`src/rtl/vga_timing_pkg.sv`:
```
// Shared 800x600@60 timing constants, lock FSM states and error codes.
package vga_timing_pkg;

    localparam int VGA_H_DISPLAY    = 800;
    localparam int VGA_H_SYNC_PULSE = 128;
    localparam int VGA_H_BP         = 88;
    localparam int VGA_H_TOTAL      = 1056;
    localparam int VGA_V_DISPLAY    = 600;
    localparam int VGA_V_SYNC_PULSE = 4;
    localparam int VGA_V_BP         = 23;
    localparam int VGA_V_TOTAL      = 628;
    localparam int VGA_LOCK_FRAMES  = 2;

    typedef enum logic [1:0] {
        SEARCH  = 2'd0,
        ACQUIRE = 2'd1,
        LOCKED  = 2'd2
    } lock_state_t;

    localparam logic [1:0] ERR_LINE_PERIOD = 2'd0;
    localparam logic [1:0] ERR_HSYNC_WIDTH = 2'd1;
    localparam logic [1:0] ERR_FRAME_LINES = 2'd2;
    localparam logic [1:0] ERR_VSYNC_WIDTH = 2'd3;

endpackage

```
`src/rtl/vga_pulse_meter.sv`:
```
// Edge detector plus period and low-width counter for one active-low sync.
// Both counters advance only on cycles with en set; the period counter is
// cleared by the first enabled cycle at or after a falling edge.
module vga_pulse_meter #(
    parameter int W = 11
) (
    input  logic         clk,
    input  logic         reset,
    input  logic         sig,
    input  logic         en,
    output logic         fall,
    output logic         rise,
    output logic [W-1:0] cnt,
    output logic [W-1:0] cnt_q,
    output logic         sat,
    output logic [W-1:0] width_q
);
    import vga_timing_pkg::*;

    logic sig_q;
    logic armed;

    assign fall = sig_q & ~sig;
    assign rise = ~sig_q & sig;
    assign sat  = &cnt_q;

    // Period count seen by the current cycle: restart on the clearing event, saturate otherwise
    always_comb begin
        cnt = cnt_q;
        if (en) begin
            if (fall || armed)
                cnt = '0;
            else if (!sat)
                cnt = cnt_q + 1'b1;
        end
    end

    // Edge history, period count and low-width count
    always_ff @(posedge clk) begin
        if (reset) begin
            sig_q   <= 1'b1;
            armed   <= 1'b0;
            cnt_q   <= '0;
            width_q <= '0;
        end else begin
            sig_q <= sig;
            cnt_q <= cnt;
            armed <= (fall | armed) & ~en;
            if (fall)
                width_q <= en ? W'(1) : '0;
            else if (!sig && en && !(&width_q))
                width_q <= width_q + 1'b1;
        end
    end

endmodule

```
`src/rtl/vga_sync_decoder.sv`:
```
// Recovers pixel coordinates and colour from a received VGA stream, checks
// line/frame timing and runs the SEARCH/ACQUIRE/LOCKED lock machine.
module vga_sync_decoder #(
    parameter int H_DISPLAY    = vga_timing_pkg::VGA_H_DISPLAY,
    parameter int H_SYNC_PULSE = vga_timing_pkg::VGA_H_SYNC_PULSE,
    parameter int H_BP         = vga_timing_pkg::VGA_H_BP,
    parameter int H_TOTAL      = vga_timing_pkg::VGA_H_TOTAL,
    parameter int V_DISPLAY    = vga_timing_pkg::VGA_V_DISPLAY,
    parameter int V_SYNC_PULSE = vga_timing_pkg::VGA_V_SYNC_PULSE,
    parameter int V_BP         = vga_timing_pkg::VGA_V_BP,
    parameter int V_TOTAL      = vga_timing_pkg::VGA_V_TOTAL,
    parameter int LOCK_FRAMES  = vga_timing_pkg::VGA_LOCK_FRAMES
) (
    input  logic       clk,
    input  logic       reset,
    input  logic       hsync_in,
    input  logic       vsync_in,
    input  logic [3:0] r_in,
    input  logic [3:0] g_in,
    input  logic [3:0] b_in,
    output logic [9:0] pixel_x,
    output logic [9:0] pixel_y,
    output logic       pixel_valid,
    output logic [3:0] pixel_r,
    output logic [3:0] pixel_g,
    output logic [3:0] pixel_b,
    output logic       frame_start,
    output logic       locked,
    output logic       timing_err,
    output logic [1:0] err_code
);
    import vga_timing_pkg::*;

    localparam logic [10:0] H_OFF = 11'(H_SYNC_PULSE + H_BP);
    localparam logic [10:0] H_END = 11'(H_SYNC_PULSE + H_BP + H_DISPLAY);
    localparam logic [9:0]  V_OFF = 10'(V_SYNC_PULSE + V_BP - 1);
    localparam logic [9:0]  V_END = 10'(V_SYNC_PULSE + V_BP - 1 + V_DISPLAY);

    logic        hs1, vs1;
    logic [3:0]  r1, g1, b1;
    logic        h_fall, h_rise, h_sat;
    logic [10:0] h_cnt, h_cnt_q, h_width_q;
    logic        v_fall, v_rise, l_sat;
    logic [9:0]  l_cnt, l_cnt_q, v_width_q;
    logic [3:0]  err;
    logic        err_any, report;
    logic [1:0]  err_sel;
    lock_state_t state, state_nx;
    logic [3:0]  good_cnt, good_nx;
    logic [10:0] x_off;
    logic [9:0]  y_off;
    logic        pix_ok;

    // S1: register everything off the connector once
    always_ff @(posedge clk) begin
        if (reset) begin
            hs1 <= 1'b1;
            vs1 <= 1'b1;
            r1  <= '0;
            g1  <= '0;
            b1  <= '0;
        end else begin
            hs1 <= hsync_in;
            vs1 <= vsync_in;
            r1  <= r_in;
            g1  <= g_in;
            b1  <= b_in;
        end
    end

    vga_pulse_meter #(.W(11)) u_hmeter (
        .clk(clk), .reset(reset), .sig(hs1), .en(1'b1),
        .fall(h_fall), .rise(h_rise), .cnt(h_cnt), .cnt_q(h_cnt_q),
        .sat(h_sat), .width_q(h_width_q)
    );

    // Lines are counted in hsync falling edges
    vga_pulse_meter #(.W(10)) u_vmeter (
        .clk(clk), .reset(reset), .sig(vs1), .en(h_fall),
        .fall(v_fall), .rise(v_rise), .cnt(l_cnt), .cnt_q(l_cnt_q),
        .sat(l_sat), .width_q(v_width_q)
    );

    assign err[0]  = (h_fall && h_cnt_q != 11'(H_TOTAL - 1)) || h_sat;
    assign err[1]  = h_rise && h_width_q != 11'(H_SYNC_PULSE);
    assign err[2]  = (v_fall && l_cnt_q != 10'(V_TOTAL - 1)) || l_sat;
    assign err[3]  = v_rise && v_width_q != 10'(V_SYNC_PULSE);
    assign err_any = |err;

    // Lowest-numbered violation wins when several coincide
    always_comb begin
        err_sel = ERR_VSYNC_WIDTH;
        if (err[0])      err_sel = ERR_LINE_PERIOD;
        else if (err[1]) err_sel = ERR_HSYNC_WIDTH;
        else if (err[2]) err_sel = ERR_FRAME_LINES;
    end

    // Lock FSM next state; violations only count once a frame has been aligned
    always_comb begin
        state_nx = state;
        good_nx  = good_cnt;
        report   = 1'b0;
        case (state)
            SEARCH: begin
                if (v_fall) begin
                    state_nx = ACQUIRE;
                    good_nx  = '0;
                end
            end
            ACQUIRE: begin
                report = 1'b1;
                if (err_any)
                    state_nx = SEARCH;
                else if (v_fall) begin
                    good_nx = good_cnt + 4'd1;
                    if (good_nx == 4'(LOCK_FRAMES))
                        state_nx = LOCKED;
                end
            end
            LOCKED: begin
                report = 1'b1;
                if (err_any)
                    state_nx = SEARCH;
            end
            default: state_nx = SEARCH;
        endcase
    end

    // Lock FSM state register
    always_ff @(posedge clk) begin
        if (reset) begin
            state    <= SEARCH;
            good_cnt <= '0;
        end else begin
            state    <= state_nx;
            good_cnt <= good_nx;
        end
    end

    assign x_off  = h_cnt - H_OFF;
    assign y_off  = l_cnt - V_OFF;
    assign pix_ok = (h_cnt >= H_OFF) && (h_cnt < H_END) &&
                    (l_cnt >= V_OFF) && (l_cnt < V_END) && (state == LOCKED);

    // S2: output register, two clocks after the connector sample
    always_ff @(posedge clk) begin
        if (reset) begin
            pixel_x     <= 10'h3FF;
            pixel_y     <= 10'h3FF;
            pixel_valid <= 1'b0;
            pixel_r     <= '0;
            pixel_g     <= '0;
            pixel_b     <= '0;
            frame_start <= 1'b0;
            locked      <= 1'b0;
            timing_err  <= 1'b0;
            err_code    <= '0;
        end else begin
            pixel_valid <= pix_ok;
            pixel_x     <= pix_ok ? x_off[9:0] : 10'h3FF;
            pixel_y     <= pix_ok ? y_off : 10'h3FF;
            pixel_r     <= pix_ok ? r1 : 4'd0;
            pixel_g     <= pix_ok ? g1 : 4'd0;
            pixel_b     <= pix_ok ? b1 : 4'd0;
            frame_start <= pix_ok && x_off == '0 && y_off == '0;
            locked      <= (state == LOCKED);
            timing_err  <= report && err_any;
            if (report && err_any)
                err_code <= err_sel;
        end
    end

endmodule

```
`config.mk`:
```
export PLATFORM = sky130hd
export DESIGN_NAME = vga_sync_decoder
export DESIGN_NICKNAME = d
export VERILOG_FILES = /design/src/rtl/vga_timing_pkg.sv /design/src/rtl/vga_pulse_meter.sv /design/src/rtl/vga_sync_decoder.sv
export SDC_FILE = /design/constraint.sdc
export NUM_CORES = 1
export LEC_CHECK = 0
export CAP_MARGIN = 20
export CORE_ASPECT_RATIO = 1.1
export CORE_MARGIN = 4
export CORE_UTILIZATION = 45
export CTS_CLUSTER_DIAMETER = 120
export DETAILED_ROUTE_END_ITERATION = 16
export HOLD_SLACK_MARGIN = 0.12
export PLACE_DENSITY = 0.75
export SKIP_LAST_GASP = 1
export SYNTH_ARGS = -nofsm -noshare
export SYNTH_HDL_FRONTEND = slang
export SYNTH_SLANG_ARGS = --single-unit
```
`constraint.sdc`:
```
create_clock -name clk -period 5.58 [get_ports clk]
set_input_delay 0.558 -clock clk [delete_from_list [all_inputs] [get_ports clk]]
set_output_delay 0.558 -clock clk [all_outputs]
set_load 0.05 [all_outputs]
```
# Word-level counts from Yosys, hierarchy flattened
# Index checks and enable logic that the tools add are counted.
dict set report word_totals {
  register_bits 103
  input_bits 16
}
dict set report op_classes {
  addsub 7
  magnitude_cmp 4
  n_eq_ne 13
  n_mux 24
  bitwise 12
  n_reduce_logical 37
}
# op count
set ops {}
lappend ops {{2-to-1 mux 10 bit} 5}
lappend ops {{adder 11 x 1 -> 11 bit, second input constant} 2}
lappend ops {{2-to-1 mux 11 bit} 2}
lappend ops {{AND reduction 11 bit} 2}
lappend ops {{adder 10 x 1 -> 10 bit, second input constant} 2}
lappend ops {{AND reduction 10 bit} 2}
lappend ops {{logical AND 1 bit} 14}
lappend ops {{2-to-1 mux 2 bit} 7}
lappend ops {{2-to-1 mux 4 bit} 3}
lappend ops {{>= comparator 11 x 8 -> 1 bit, second input constant} 1}
lappend ops {{logical NOT 11 bit} 1}
lappend ops {{< comparator 11 x 10 -> 1 bit, second input constant} 1}
lappend ops {{!= test 11 bit, second input constant} 1}
lappend ops {{!= test 11 x 8 -> 1 bit, second input constant} 1}
lappend ops {{subtractor 11 x 8 -> 11 bit, second input constant} 1}
lappend ops {{>= comparator 10 x 5 -> 1 bit, second input constant} 1}
lappend ops {{logical NOT 10 bit} 1}
lappend ops {{< comparator 10 bit, second input constant} 1}
lappend ops {{!= test 10 bit, second input constant} 1}
lappend ops {{!= test 10 x 3 -> 1 bit, second input constant} 1}
lappend ops {{subtractor 10 x 5 -> 10 bit, second input constant} 1}
lappend ops {{case mux 4 bit (2 select lines)} 1}
lappend ops {{AND reduction 4 bit} 2}
lappend ops {{NOT 1 bit} 6}
lappend ops {{other kinds (18)} 37}

# Depth between registers and ports, before layout
dict set report logic_depth {
  depth_word 11
  depth_mapped 13
  ltp_nobuf 11
}

# Hierarchy
# A second synthesis with hierarchy kept.
dict set report unflattened {
  hier_cells 556
  area_unflattened_um2 4923.5
}
# mod instances cells_each area_each_um2 seq_area_each_um2
set by_module_without_submodules {}
lappend by_module_without_submodules {vga_sync_decoder 1 252 2394.8 1161.1}
lappend by_module_without_submodules {{vga_pulse_meter (u_hmeter)} 1 162 1320.0 480.5}
lappend by_module_without_submodules {{vga_pulse_meter (u_vmeter)} 1 142 1208.7 440.4}

# Worst setup path after synthesis
# OpenSTA, ideal clock, no wires.
dict set report synth_path {
  kind {flip-flop to flip-flop}
  start {reg u_hmeter.cnt_q[0]}
  end {reg pixel_r[3]}
  setup_ns 0.115
  t_arrival_ns 2.812
  slack_ns 2.653
  stages_incl_launch_ff 14
  period_less_slack_ns 2.927
  cell_sequence {dfxtp_1 ha_1 nand3_1 or4_4 buf_6 a31oi_4 ha_1 clkbuf_1 nand2_1 or4_1 o2111ai_2 a2111oi_4 buf_4 and2_1}
}
dict set report synth_between {
  elab_chain_cells 10
}
# element line_no
set synth_rtl {}
lappend synth_rtl {{start: declaration} vga_pulse_meter.sv:14} ;# output logic [W-1:0] cnt_q,
lappend synth_rtl {{start signal: assignment} vga_pulse_meter.sv:47} ;# cnt_q <= cnt;
lappend synth_rtl {{adder 11 x 1 -> 11 bit or AND reduction 11 bit (tied branches)} {vga_pulse_meter.sv:34, vga_pulse_meter.sv:25}}
lappend synth_rtl {{2-to-1 mux 11 bit *} vga_pulse_meter.sv:33} ;# else if (!sat)
lappend synth_rtl {{2-to-1 mux 11 bit *} vga_pulse_meter.sv:31} ;# if (fall || armed)
lappend synth_rtl {{named net h_cnt[3]} vga_sync_decoder.sv:42} ;# logic [10:0] h_cnt, h_cnt_q, h_width_q;
lappend synth_rtl {{>= comparator 11 x 8 -> 1 bit or < comparator 11 x 10 -> 1 bit (tied branches)} vga_sync_decoder.sv:142} ;# assign pix_ok = (h_cnt >= H_OFF) && (h_cnt < H_END) &&
lappend synth_rtl {{logical AND 1 bit * (2 in series)} vga_sync_decoder.sv:142}
lappend synth_rtl {{logical AND 1 bit * (2 in series)} vga_sync_decoder.sv:143} ;# (l_cnt >= V_OFF) && (l_cnt < V_END) && (state == LOCKED);
lappend synth_rtl {{NOT 1 bit (no source line) *} n/a}
lappend synth_rtl {{OR reduction 2 bit (no source line) *} n/a}
lappend synth_rtl {{end signal: assignment} vga_sync_decoder.sv:162} ;# pixel_r <= pix_ok ? r1 : 4'd0;
lappend synth_rtl {{end: declaration} vga_sync_decoder.sv:24} ;# output logic [3:0] pixel_r,
# The timed path passes the listed nets; every way through them passes the cells marked *.
# A chain may end at the register's enable or synchronous reset.

# Worst setup path in the final report
dict set report layout_path {
  start {reg u_hmeter.cnt_q[0]}
  end {reg frame_start}
}
dict set report layout_between {
  elab_chain_cells 10
}
# element line_no
set layout_rtl {}
lappend layout_rtl {{adder 11 x 1 -> 11 bit or AND reduction 11 bit (tied branches)} {vga_pulse_meter.sv:34, vga_pulse_meter.sv:25}}
lappend layout_rtl {{2-to-1 mux 11 bit *} vga_pulse_meter.sv:33}
lappend layout_rtl {{2-to-1 mux 11 bit *} vga_pulse_meter.sv:31}
lappend layout_rtl {{named net h_cnt[3]} vga_sync_decoder.sv:42}
lappend layout_rtl {{parallel branches: the longest is 5 deep, another holds subtractor 11 x 8 -> 11 bit} n/a}
lappend layout_rtl {{logical AND 1 bit * (2 in series)} vga_sync_decoder.sv:165} ;# frame_start <= pix_ok && x_off == '0 && y_off == '0;
lappend layout_rtl {{end signal: assignment} vga_sync_decoder.sv:154} ;# frame_start <= 1'b0;
lappend layout_rtl {{end signal: assignment} vga_sync_decoder.sv:165}
lappend layout_rtl {{end: declaration} vga_sync_decoder.sv:27} ;# output logic frame_start,
# Mark *: on every way through the listed nets, which the timed path passes.

==> impl_metrics.tcl <==
set metrics [dict create \
    yosysSeqAreaShare_pct 43.67 \
    yosys_register_bits 103 \
    post_cts_clock_slew_at_the_launch_and_capture_registers_of_the_worst_setup_and_hold_paths_ns 0.11 \
    gp_congestion 0.9348 \
    placementRows 38 \
    grtUsageTotal_pct 16.53 \
    synthFlopType "dfxtp_1" \
    irDropWorstVdd_mv 0.1917 \
    synth-async-reset-ratio_pct 0 \
    busiest_layer "met2" \
    hp-class "flip-flop to flip-flop" \
    timing.final.setup_violations 0 \
    floorplan.io_pins 54 \
    viasPerCell 5.428 \
    finish.cell_count_without_fillers 717 \
    report.power.total_mw 1.294 \
    path_class "flip-flop to flip-flop" \
    power.density_nw_per_um2 234.6 \
    route.antenna.remaining_nets 0 \
    grt_max_degree 48 \
    port-buffer-count 53 \
    wire_per_inst_microns 13.73 \
    diodes 0 \
    cts-buffers-inserted 9 \
    cts_setup_buffers 0 \
    netlist_instances 531 \
    route.vias.total 3892 \
    initial_utilization_pct 46.85 \
    floorplan.die.width_microns 105.7 \
    cts_sinks 103 \
    drcViolationCount 0 \
    postCtsResizedCells 0 \
    cts-root-buf "clkbuf_8" \
    syn-num-nets 561 \
    wire_length_of_the_first_global_routing_pass_microns 16750 \
    totalNegativeSetupSlack_ns 0 \
    routed_wirelength_microns 9845 \
    number_of_antenna_violations_at_the_first_check_in_global_routing 0 \
    post-place-cells 701 \
    finalHoldWorstSlack_ns 0.4245 \
    fin_worst_skew_ns 0.01563 \
    die_h_microns 115.4 \
    max_freq_mhz 313.0 \
    initialDrtViolationCount 304 \
    outcome "completed" \
    met1_usage_pct 21.87 \
    arrival_ns 3.44 \
    nets 602 \
    ctsHoldBuffers 0 \
    globalRouteMet2Util_pct 27.17 \
    clock_latency_on_the_worst_skew_pair_ns 0.36 \
    global_route.usage.met3_pct 3.955 \
    gr-total-overflow 0 \
    final_util_pct 54.73 \
    worst-path-max-fanout 34 \
    synth.lib_cells_used.distinct 66 \
    design.core.area_sq_um 10080 \
    leakage_nw 1.987 \
    floorplan.die_area_sq_um 12200 \
    synth_enable_flop_cells 0 \
    finalCritPeriodShare_pct 57.26 \
    max-cap-violations 0 \
    syn_area_sq_um 4722 \
    clock_path_buffers 2 \
    final-max-slew-violation-count 0 \
    area_growth_pct 16.83 \
    dp.final_hpwl_microns 7175 \
    cp.required_ns 5.83 \
    cts_tree "yes" \
    synthesis.area_per_instance_sq_um 8.893 \
    ctsHtreeMaxLevel 3 \
    drive_gt1_share_pct 6.412 \
    start_kind "flip-flop" \
    min_period_ns 3.195 \
    slew_headroom_pct 25.01 \
    drt_pass1_iterations 4 \
    grt_pass1_vias 3586 \
    worst_margin_pin_slew_ns 1.115 \
    yosysWarnings 0 \
    setup.worst_path.end_class "flip-flop" \
    grt_setup_unrepaired "false" \
    final_hold_viol_count 0 \
]
## Yosys cell counts, types with 6 or more instances
library cell | number | share of area [%]
ha_1 | 14 | 3.7
xnor2_1 | 15 | 2.8
nor3_1 | 11 | 1.2
and3_1 | 6 | 0.79
nand2b_1 | 9 | 1.2
buf_2 | 10 | 1.1
or3_1 | 8 | 1.1
nand2_1 | 44 | 3.5
nor2b_1 | 21 | 2.8
nand4_1 | 12 | 1.6
a21oi_1 | 24 | 2.5
o21ai_0 | 20 | 2.1
nand3_1 | 21 | 2.2
nor4_1 | 6 | 0.79
xor2_1 | 14 | 2.6
and2_1 | 15 | 2.0
nor2_1 | 56 | 4.5
dfxtp_1 | 103 | 44
inv_1 | 16 | 1.3
clkbuf_1 | 12 | 0.95
## where the power goes
group	total (mW)	switching [mW]	internal (mW)
clock network	0.457	0.279	0.178
logic	0.0817	0.0469	0.0348
registers	0.756	0.00865	0.747
total	1.29	0.334	0.960
## state kept, by name, indices dropped and copies added (netlist names), 2 cells and up
| signal | cells |
|---|---|
| pixel_g | 4 |
| u_hmeter.cnt_q | 11 |
| good_cnt | 4 |
| r1 | 4 |
| u_vmeter.width_q | 10 |
| u_vmeter.cnt_q | 10 |
| g1 | 4 |
| pixel_r | 4 |
| pixel_b | 4 |
| u_hmeter.width_q | 11 |
| pixel_y | 10 |
| err_code | 2 |
| b1 | 4 |
| state | 2 |
| pixel_x | 10 |
## layout by cell type, fill, tap and decap left out, types with 3 or more instances in the layout
cell type        Yosys  layout
xor2_1              14      14
nor2_1              56      56
or2_2                5       5
nor4b_1              3       3
and3_1               6       6
mux2i_1              4       4
nand2_1             44      44
nor4_1               6       6
and2_1              15      15
nor2b_1             21      21
and4_1               5       5
o21ai_0             20      20
or3_1                8       8
a31oi_1              5       5
dfxtp_1            103     103
nand4b_1             4       4
inv_8                0       4
nand4_1             12      12
nand2b_1             9       9
a21oi_1             24      24
ha_1                14      14
a211oi_1             4       4
clkdlybuf4s50_1      0      53
inv_1               16      16
buf_4                1       3
a21o_1               4       4
clkbuf_8             0       9
nand3_1             21      21
nor3_1              11      11
xnor2_1             15      15
nand3b_1             3       3
o211ai_1             5       5
nor3b_1              4       4
## area by class of cell
| cell class | count | area [sq um] |
|---|---|---|
| fillers | 917 | 4563 |
| multi-input cells | 386 | 2471 |
| flip-flops and latches | 103 | 2062 |
| repair buffers | 56 | 553.0 |
| well taps | 140 | 175.2 |
| clock buffers | 9 | 123.9 |
| clock inverters | 7 | 71.32 |
| inverters | 16 | 60.06 |
## metal layers
layer | up-vias | routed length [microns]
met5 | - | 0
met4 | 0 | 160
met3 | 14 | 619
met2 | 123 | 4502
met1 | 1810 | 4563
li1 | 1945 | -
## logic make-up after synthesis
| family | after synthesis | synth area share [%] |
|---|---|---|
| mux | 6 | 1.325 |
| fa+ha+maj | 14 | 3.710 |
| buf+inv | 42 | 4.001 |
| simple gates | 244 | 28.01 |
| compound gates | 93 | 13.91 |
| flops | 103 | 43.67 |
| xor+xnor | 29 | 5.379 |
## stage by stage
| stage | setup slack [ns] | area [sq um] |
|---|---|---|
| CTS | 2.401 | 5517 |
| global placement | 2.542 | 5321 |
| detailed placement | 2.444 | 5321 |
| floorplan | 2.653 | 4722 |
| finish | 2.385 | 5517 |
| global route | 2.125 | 5517 |
## worst paths after layout
kind	cells past startpoint	to	slack, ns	start
setup / recovery	11	frame_start	2.38	u_hmeter.cnt_q[0]
hold / removal	1	pixel_r[2]	0.42	r1[2]
setup reg to reg	11	frame_start	2.38	u_hmeter.cnt_q[0]
hold reg to reg	1	pixel_r[2]	0.42	r1[2]
## worst max-delay path, cell delays in order, from the launching register on
cell       delay, ns
dfxtp_1         0.42
ha_1            0.28
nand3_1         0.13
or4_4           0.52
a31oi_4         0.25
ha_1            0.32
nand2_1         0.08
or4_1           0.43
o2111ai_2       0.13
a2111oi_4       0.07
buf_4           0.25
and4_1          0.19
Power figures use the tool's default switching activity.
